==> config.mk <==
export PLATFORM = sky130hd
export DESIGN_NAME = alu_operand_stage
export DESIGN_NICKNAME = d
export VERILOG_FILES = /design/src/rtl/alu_operand_stage.sv
export SDC_FILE = /design/constraint.sdc
export NUM_CORES = 1
export LEC_CHECK = 0
export CORE_MARGIN = 2
export CORE_UTILIZATION = 40
export DETAILED_ROUTE_END_ITERATION = 8
export PLACE_DENSITY = 0.61
export SYNTH_ARGS = -nofsm -noshare
export SYNTH_HDL_FRONTEND = slang
export SYNTH_SLANG_ARGS = --single-unit
==> constraint.sdc <==
create_clock -name clk -period 2.4 [get_ports clk]
set_input_delay 0.48 -clock clk [delete_from_list [all_inputs] [get_ports clk]]
set_output_delay 0.48 -clock clk [all_outputs]
set_load 0.02 [all_outputs]
==> src/rtl/alu_operand_stage.sv <==
// ALU operand stage: decodes a 16-bit instruction, checks the busy scoreboard,
// reads operands from an 8x16 register file and issues to the ALU.
// Ports: clk, reset (sync, active-high); in_valid/in_ready/in_instr upstream;
// out_valid/out_ready/alu_a/alu_b/alu_op/alu_rd downstream; wb_en/wb_addr/
// wb_data writeback; illegal_op pulses when an op-2 word is dropped.
// Option: define ALU_OPERAND_BYPASS_EN for same-cycle writeback bypass.
module alu_operand_stage (
  input  logic        clk,
  input  logic        reset,
  input  logic        in_valid,
  output logic        in_ready,
  input  logic [15:0] in_instr,
  output logic        out_valid,
  input  logic        out_ready,
  output logic [15:0] alu_a,
  output logic [15:0] alu_b,
  output logic [2:0]  alu_op,
  output logic [2:0]  alu_rd,
  input  logic        wb_en,
  input  logic [2:0]  wb_addr,
  input  logic [15:0] wb_data,
  output logic        illegal_op
);

  logic [15:0] rf [8];
  logic [7:0]  busy;

  logic [2:0]  op, rd, rs, rt;
  logic        legal;
  logic        wb_hit;
  logic        byp_s, byp_t;
  logic [15:0] opa, opb;
  logic        hazard;
  logic        accept;
  logic [7:0]  clr, set;

  assign op = in_instr[15:13];
  assign rd = in_instr[12:10];
  assign rs = in_instr[9:7];
  assign rt = in_instr[6:4];

  assign legal  = (op != 3'd2);
  assign wb_hit = wb_en && (wb_addr != 3'd0);

`ifdef ALU_OPERAND_BYPASS_EN
  assign byp_s = wb_hit && (wb_addr == rs);
  assign byp_t = wb_hit && (wb_addr == rt);
  assign opa   = byp_s ? wb_data : rf[rs];
  assign opb   = byp_t ? wb_data : rf[rt];
`else
  assign byp_s = 1'b0;
  assign byp_t = 1'b0;
  assign opa   = rf[rs];
  assign opb   = rf[rt];
`endif

  // A forwarded writeback satisfies a source dependency; rd still waits.
  assign hazard = legal &&
                  ((busy[rs] && !byp_s) ||
                   (busy[rt] && !byp_t) ||
                   busy[rd]);

  // Illegal words are always swallowed so they never stall the stream.
  assign in_ready = !reset &&
                    (!legal ||
                     ((!out_valid || out_ready) && !hazard));

  assign accept = in_valid && in_ready && legal;

  assign clr = wb_hit ? (8'd1 << wb_addr) : 8'd0;
  assign set = (accept && rd != 3'd0) ? (8'd1 << rd) : 8'd0;

  always_ff @(posedge clk) begin
    if (reset) begin
      for (int i = 0; i < 8; i++) rf[i] <= '0;
      busy       <= '0;
      out_valid  <= 1'b0;
      alu_a      <= '0;
      alu_b      <= '0;
      alu_op     <= '0;
      alu_rd     <= '0;
      illegal_op <= 1'b0;
    end else begin
      if (wb_hit) rf[wb_addr] <= wb_data;
      // Set after clear: a new issue to rd outranks its old writeback.
      busy <= (busy & ~clr) | set;
      if (accept) begin
        out_valid <= 1'b1;
        alu_a     <= opa;
        alu_b     <= opb;
        alu_op    <= op;
        alu_rd    <= rd;
      end else if (out_ready) begin
        out_valid <= 1'b0;
      end
      illegal_op <= in_valid && !legal;
    end
  end

endmodule

==> Yosys cells after proc, flatten, opt, wreduce, memory -nomap -nowiden <==
Memories as Yosys holds them, arrays and structs flattened. A register that Yosys moved wholly into a read port is not among the register bits.
Index checks and enable logic that the tools add are counted.
{ "classes": {"eq_ne": 1, "bitwise": 3, "n_mux": 18, "n_reduce_logical": 20, "order_cmp": 3, "shift": 2} }
{ "ops": {"columns": ["op", "n"], "rows": [
  ["16-bit 2-to-1 mux", 1],
  ["8-bit 2-to-1 mux", 2],
  ["16-bit OR reduction", 1],
  ["1-bit by 3-bit left shift with 8-bit output (first input constant)", 2],
  ["3-bit by 4-bit less-than comparator with 1-bit output (second input constant)", 3],
  ["1-bit 2-to-1 mux", 11],
  ["1-bit binary-select mux with 3-bit select", 3],
  ["8-bit bitwise AND", 1],
  ["1-bit logical AND", 8],
  ["8-bit inverter", 1],
  ["8-bit bitwise OR", 1],
  ["3-bit nonzero test", 2],
  ["1-bit zero test", 4],
  ["1-bit logical OR", 4],
  ["3-bit 2-to-1 mux", 1],
  ["3-bit by 2-bit inequality test with 1-bit output (second input constant)", 1],
  ["2-bit nonzero test", 1]
]} }
{ "totals": {"reg_bits": 16, "n_memories": 1, "elab_cells": 53, "ramBits": 128} }
{ "memory_table": {"columns": ["memory", "depth", "word_bits", "rd", "rd_clocked_by_memory_dff", "wr", "line", "rtl"], "rows": [
  ["rf", 8, 16, 2, 2, 8, "25", "logic [15:0] rf [8];"]
]} }

==> Depth between registers and ports, before layout <==
Gate-level depths: netlist (run 1).
{ "depth": {"word_depth": 14, "mapped_depth": 8, "depth_no_buf": 5} }

==> Least setup slack after synthesis (run 1) <==
Ideal clock, no wire load.
{ "synth_path": {"kind": "input -> output", "start": "input in_instr[4]", "end": "output in_ready", "n_path_buf": 2, "path_stages": 6, "setup_slack_ns": -0.129, "arrival_ns": 2.049, "path_cell_list": "buf_2 mux4_2 a21oi_1 nand4_1 clkbuf_1 a21oi_1"} }
{ "synth_between": {"elab_chain_cells": 9} }
{ "synth_rtl": {"columns": ["item", "line", "rtl"], "rows": [
  ["start, declared", "12", "input logic [15:0] in_instr,"],
  ["1-bit binary-select mux with 3-bit select", "60", "(busy[rt] && !byp_t) ||"],
  ["1-bit 2-to-1 mux (implied by the code)", "60", null],
  ["1-bit logical OR", "59", "((busy[rs] && !byp_s) ||"],
  ["1-bit logical OR", "60", null],
  ["1-bit logical AND", "58", "assign hazard = legal &&"],
  ["1-bit zero test", "66", "((!out_valid || out_ready) && !hazard));"],
  ["1-bit logical AND", "66", null],
  ["1-bit logical OR", "65", "(!legal ||"],
  ["1-bit logical AND", "64", "assign in_ready = !reset &&"],
  ["end, declared", "11", "output logic in_ready,"]
]} }
No other way between the ends. The select of a mux whose other input is x is not followed.

==> Worst setup path after layout (run 1) <==
{ "layout_path": {"start": "register busy[7]", "end": "output in_ready"} }
{ "layout_between": {"elab_chain_cells": 9, "elab_cells_between_ends": 13, "classes_between": "mux (6); reduce/logical (7)"} }
{ "layout_rtl": {"columns": ["item", "line", "rtl"], "rows": [
  ["start, declared", "26", "logic [7:0] busy;"],
  ["start signal, assigned", "86", "busy <= (busy & ~clr) | set;"],
  ["1-bit binary-select mux with 3-bit select, on equally long branches", "59, 60", null],
  ["1-bit 2-to-1 mux, on equally long branches", "59, 60", null],
  ["1-bit logical OR", "59", null],
  ["1-bit logical OR *", "60", null],
  ["1-bit logical AND *", "58", null],
  ["1-bit zero test *", "66", null],
  ["1-bit logical AND *", "66", null],
  ["1-bit logical OR *", "65", null],
  ["1-bit logical AND *", "64", null]
]} }
Mark *: on every way between the ends. The rest lies on a longest branch, timed or not. The select of a mux whose other input is x is not followed.

==> run metrics, run 1 <==
initial core utilization=0.407; Routed Antenna Nets=0; Setup Crit Path Kind=flop to output port; crit path launch=busy[7]; Core Area=21,000 um^2; via/cell ratio=5.59; Power Total=0.00742 W; Routed Wire Length=22.8 mm; Pre-antenna DRT Iters=5; initial antenna violation count=1; DR vias=5,677; Die Wd=150 um; post-DP HPWL=14.5 mm; worst-case clock buffer depth=2; critical path data arrival time=1.89 ns; Rows=53; GP Congestion=0.799; status=complete, no violations; Max VDD drop=455 uV; number of max-cap violations=0; # clock sinks=176; die area=22,500 um^2; Area after DPL=9990 um^2; first-pass GRT wire length=33.8 mm; total CTS buffers=17; r2r startpoint=busy[7]; CP startpoint kind=flop; Post-Layout Cell Count=1,015; reg2reg end=busy[1]; post-CTS setup buffer count=0; HP Class=flop to flop; CP Max Fanout=4; WL per Instance=22.4 um; crit path time final=2.37 ns; fin nets=766; Gate Count Post-Synth=615; die height=150 um; most frequent cells in the layout=128 x and2_1, 128 x edfxtp_1, 69 x mux4_2, 67 x clkdlybuf4s50_1, 46 x dfxtp_1; Synth area leader=edfxtp_1; final max-slew violation count=0; Root Buffer=clkbuf_16; worst-margin pin slew=0.511 ns; fmax=421 MHz; WP data required=1.92 ns; grt ovf=0; unrepaired setup endpoints after global routing=yes; leak pwr=3.64 nW; critical path capture point type=output port; r2r setup slk=0.21 ns; htree depth=4; largest cells by area after synthesis=edfxtp_1 45%, mux4_2 18%, dfxtp_1 11%; synthesized area=8530 um^2; Post-Place Cells=982; count of warnings emitted by yosys=0; IO Port Bufs=76; Yosys top cell area share=0.451; # setup viols final=0; Finished Cell Area=10,600 um^2; #FFs+latches synth=176; share of cells above drive strength 1=0.245; largest net degree at the start of global routing=40; Power per Cell Area=701 nW/um^2; pre-CTS WS=-0.787 ns; register area share after synthesis=0.563; vias in the first global route=5,842; fin crit share=0.989; Critical Path End=in_ready; GRT Overall Usage=0.209; clk slew on worst S/H paths=0.07 ns; Rel. slew slack=0.657; CTS tree=built; area added between synthesis and finish=24.2%; DRC Markers=0; final hold vios=0; final worst-path setup slack=0.0258 ns; # IOs=81; Syn Area/Cell=13.9 um^2; Clk Latency, worst-skew pair=0.43 ns; worst clock skew=0.00933 ns; DR iter-0 viols=402; r2r worst-path depth=6; fillers=1,795; Distinct cells, synth=28
## final cells by class
| type | instances | area, um^2 | share of cell area |
|---|---|---|---|
| Sequential cell | 176 | 4810 | 0.454 |
| Multi-Input combinational cell | 393 | 3560 | 0.336 |
| Timing Repair Buffer | 128 | 1240 | 0.117 |
| Clock buffer | 19 | 433 | 0.0409 |
| Tap cell | 275 | 344 | 0.0325 |
| Clock inverter | 13 | 163 | 0.0154 |
| Inverter | 10 | 37.5 | 0.00354 |
| Antenna cell | 1 | 2.50 | 0.000236 |
## synth_stat cells
library cell    n
a2111oi_0      16
a21oi_1        41
a22o_1          1
and2_1        128
and4_1          1
buf_1           1
buf_2          11
clkbuf_1       39
conb_1          1
dfxtp_1        48
edfxtp_1      128
inv_1          10
mux2_2         16
mux2i_1         5
mux4_2         69
nand2_1         6
nand2b_1        3
nand3_1        25
nand4_1         1
nor2_1          5
nor2b_1         3
nor3_1         20
o21ai_0        28
o22ai_1         4
o31ai_1         1
o32ai_1         2
o32ai_2         1
or3_4           1
## cell families after synthesis
| family | share of synthesized area |
|---|---|
| AOI/OAI and AO/OA | 0.0657 |
| buffers and inverters | 0.0285 |
| DFF | 0.563 |
| muxes | 0.209 |
| other | 0.000440 |
| and+or+nand+nor | 0.133 |
## repair_timing
item / in CTS / in global routing
endpoints found under the hold margin: 0 / 0
pin swaps: 1 / 0
gates resized for setup: 14 / 3
setup endpoints to repair: 19 / 1
hold buffers: 0 / 0
## registers in the layout (all words and copies together), names as in the netlist
| name | flops |
|---|---|
| alu_b | 16 |
| alu_a | 16 |
| out_valid | 1 |
| busy | 8 |
| alu_rd | 3 |
| rf | 128 |
| alu_op | 3 |
| illegal_op | 1 |
## routing by layer
layer  global-route usage  up-vias  share of wire
met2                0.362      214           0.51
met4               0.0783        0          0.024
li1                     -     2581              -
met1                0.262     2843           0.41
met3               0.0360       39          0.059
met5                    0        -              0
## critical path, stage by stage, from the launching register on
cell	delay [ns]
dfxtp_2	0.34
mux4_2	0.47
mux2i_2	0.19
nand4_1	0.15
a21oi_2	0.15
buf_4	0.15
## worst min path at each step
stage	slack, ns	startpoint	depth (start not counted)	endpoint
global placement	0.46	alu_op[0]	2	alu_op[0]
CTS	0.48	reset	1	rf[0][3]
global route	0.49	reset	1	rf[0][3]
floorplan	0.45	busy[2]	2	busy[2]
finish	0.48	alu_a[15]	2	alu_a[15]
detailed placement	0.47	alu_a[15]	2	alu_a[15]
## metrics by stage
step	hold WS, ns	util	TNS, ns
floorplan	0.454	-	0
global placement	0.463	0.477	-15.57
detailed placement	0.470	0.477	-17.15
CTS	0.476	0.505	0
global route	0.493	0.505	-0.0627
finish	0.476	0.505	0
## report_power, final
group	total, W	internal, W	switching, W
clock	0.00280	0.00164	0.00117
combinational	0.00105	0.000517	0.000533
sequential	0.00357	0.00347	0.000103
total	0.00742	0.00562	0.00180
No activity file was read; power rests on OpenSTA's default activity.
==> run 2: changes to the inputs <==
--- a/config.mk
+++ b/config.mk
@@ -8,6 +8,7 @@
 export CORE_MARGIN = 2
 export CORE_UTILIZATION = 40
 export DETAILED_ROUTE_END_ITERATION = 8
+export GPL_ROUTABILITY_DRIVEN = 0
 export PLACE_DENSITY = 0.61
 export SYNTH_ARGS = -nofsm -noshare
 export SYNTH_HDL_FRONTEND = slang
==> results of run 2 <==
Final layout, timing and power as in run 1 (identical DEF).
==> run 3: changes to the inputs <==
--- a/config.mk
+++ b/config.mk
@@ -5,7 +5,7 @@
 export SDC_FILE = /design/constraint.sdc
 export NUM_CORES = 1
 export LEC_CHECK = 0
-export CORE_MARGIN = 2
+export ABC_CLOCK_PERIOD_IN_PS = 2400
 export CORE_UTILIZATION = 40
 export DETAILED_ROUTE_END_ITERATION = 8
 export GPL_ROUTABILITY_DRIVEN = 0
==> run 3 against run 2 <==
Against the previous run: worst hold slack lost 0.0082 ns; first-iteration DRC count rose by 10%; critical path depth unchanged; sequential share of layout area is 0.12 points lower; wire length down 0.96%; critical endpoint unchanged; final cell count rose by 0.30%; utilization up 0.19 points; register-to-register slack barely moved; combinational power is essentially flat; clock skew is 0.0027 ns lower; critical path type unchanged; global-route usage increased by 0.65 points; sequential power about the same.
==> run metrics, run 3 (synthesized netlist as in run 1, its figures left out) <==
status=complete, no violations (unchanged); IO Port Bufs=76 (unchanged); register area=4810 um^2 (about the same); total CTS buffers=17 (unchanged); max FFs per register=128 (unchanged); DR iter-0 viols=443 (was 402); grt ovf=0 (unchanged); pre-CTS WS=-0.755 ns (was -0.787 ns); initial antenna violation count=0 (was 1); clk slew on worst S/H paths=0.06 ns (was 0.07 ns); WL per Instance=22.2 um (was 22.4 um); HP Class=input port to flop (was flop to flop); Hold WS=0.468 ns (was 0.476 ns); Post-Layout Cell Count=1,018 (was 1,015); DRC Markers=0 (unchanged); # IOs=81 (unchanged); crit path time final=2.32 ns (was 2.37 ns); Antenna Cells=0 (was 1); Routed Antenna Nets=0 (unchanged); worst-case clock buffer depth=2 (unchanged); DR vias=5,732 (was 5,677); GRT Overall Usage=0.215 (was 0.209); share of cells above drive strength 1=0.253 (was 0.245); post-CTS setup buffer count=0 (unchanged); biggest regs=rf: 128 flops, alu_a: 16 flops, alu_b: 16 flops (unchanged); Pre-antenna DRT Iters=5 (unchanged); fillers=1,784 (was 1,795); CTS Hold Bufs=0 (unchanged); CP Max Fanout=4 (unchanged); leak pwr=3.69 nW (was 3.64 nW); Core Area=21,000 um^2 (unchanged); Routed Wire Length=22.6 mm (was 22.8 mm); # setup viols final=0 (unchanged); final max-slew violation count=0 (unchanged); first-pass GRT wire length=34.0 mm (was 33.8 mm); Power per Cell Area=688 nW/um^2 (was 701 nW/um^2); area added between synthesis and finish=24.7% (was 24.2%); Die Wd=148 um (was 150 um); fin nets=770 (was 766); Max VDD drop=467 uV (was 455 uV); htree depth=4 (unchanged); Post-Place Cells=986 (was 982); Root Buffer=clkbuf_16 (unchanged); multi-input logic area=3560 um^2 (about the same); post-DP HPWL=14.5 mm (about the same); CP startpoint kind=flop (unchanged); Clk Latency, worst-skew pair=0.42 ns (was 0.43 ns); vias in the first global route=5,940 (was 5,842); final hold vios=0 (unchanged); worst clock skew=0.00668 ns (was 0.00933 ns); # clock sinks=176 (unchanged); critical path data arrival time=1.84 ns (was 1.89 ns); hold_sp=reset (was alu_a[15]); Most flops, register=rf (unchanged); reg2reg end=busy[1] (unchanged); fin crit share=0.966 (was 0.989); Worst Hold Depth=4 (was 2); via/cell ratio=5.63 (was 5.59); r2r startpoint=busy[0] (was busy[7]); largest net degree at the start of global routing=40 (unchanged); most frequent cells in the layout=128 x and2_1, 128 x edfxtp_1, 69 x mux4_2, 67 x clkdlybuf4s50_1, 45 x buf_4 (was 128 x and2_1, 128 x edfxtp_1, 69 x mux4_2, 67 x clkdlybuf4s50_1, 46 x dfxtp_1); critical path capture point type=output port (unchanged); r2r setup slk=0.21 ns (about the same); r2r worst-path depth=6 (unchanged); final worst-path setup slack=0.0811 ns (was 0.0258 ns); Rows=53 (unchanged); hold endpoint=alu_op[0] (was alu_a[15]); fmax=431 MHz (was 421 MHz); number of max-cap violations=0 (unchanged); WP data required=1.92 ns (about the same); die area=21,900 um^2 (was 22,500 um^2); CTS tree=built (unchanged); Setup Crit Path Kind=flop to output port (unchanged); die height=148 um (was 150 um); unrepaired setup endpoints after global routing=yes (unchanged); initial core utilization=0.407 (unchanged)
-- run 3: cell count changes in the layout (fill, tap and decap cells not counted), moves of 3 or more --
cell / before / now
clkinv_4: 1 / 4
clkinvlp_4: 5 / 2
dfxtp_1: 46 / 42
buf_12: 9 / 12
clkinv_2: 0 / 3
dfxtp_2: 2 / 6
-- run 3: cell type report --
| class | instances | share of cell area |
|---|---|---|
| Tap cell | 275 | 0.0324 |
| Inverter | 10 | 0.00353 |
| Sequential cell | 176 | 0.453 |
| Timing Repair Buffer | 132 | 0.123 |
| Clock inverter | 14 | 0.0133 |
| Multi-Input combinational cell | 393 | 0.335 |
| Clock buffer | 18 | 0.0404 |
-- run 3: layer usage --
layer,wire length [um],share of wire,vias to the layer above,track usage
met5,0,0,-,0
met4,776,0.034,0,0.103
met3,1320,0.059,50,0.0299
met2,11300,0.50,242,0.369
met1,9120,0.40,2868,0.268
li1,-,-,2572,-
-- run 3: critical path, stage by stage (launching register included) --
cell and delay (ns):
dfxtp_1 0.34, mux4_2 0.47, a21oi_2 0.17, nand4_1 0.15
a21oi_2 0.14, buf_4 0.14
-- run 3: worst max path at each step --
stage	endpoint	cells past startpoint	start
finish	in_ready	5	busy[0]
global route	in_ready	5	busy[7]
CTS	in_ready	6	in_instr[10]
detailed placement	in_ready	6	in_instr[8]
global placement	in_ready	6	in_instr[8]
floorplan	in_ready	6	in_instr[4]
-- run 3: repair_timing --
| item | 4_1_cts | 5_1_grt |
|---|---|---|
| hold endpoints to repair | 0 | 0 |
| resized for setup | 11 | 10 |
| setup endpoints to repair | 18 | 1 |
| pin swaps | 1 | 1 |
| cloned | 0 | 0 |
-- run 3: stage by stage --
stage	setup TNS (ns)	utilization	instance area (um^2)	total power, W
finish	0	0.507	10600	0.00732
floorplan	0	-	8590	0.00421
detailed placement	-17.51	0.480	10100	0.00471
CTS	0	0.507	10600	0.00736
global route	-0.0204	0.507	10600	0.00756
global placement	-16.42	0.480	10100	0.00467
-- run 3: where the power goes --
part	switching (W)	total [W]	internal (W)
Sequential	0.000107	0.00357	0.00347
Clock	0.00114	0.00267	0.00153
Combinational	0.000539	0.00107	0.000536
Total	0.00179	0.00732	0.00553
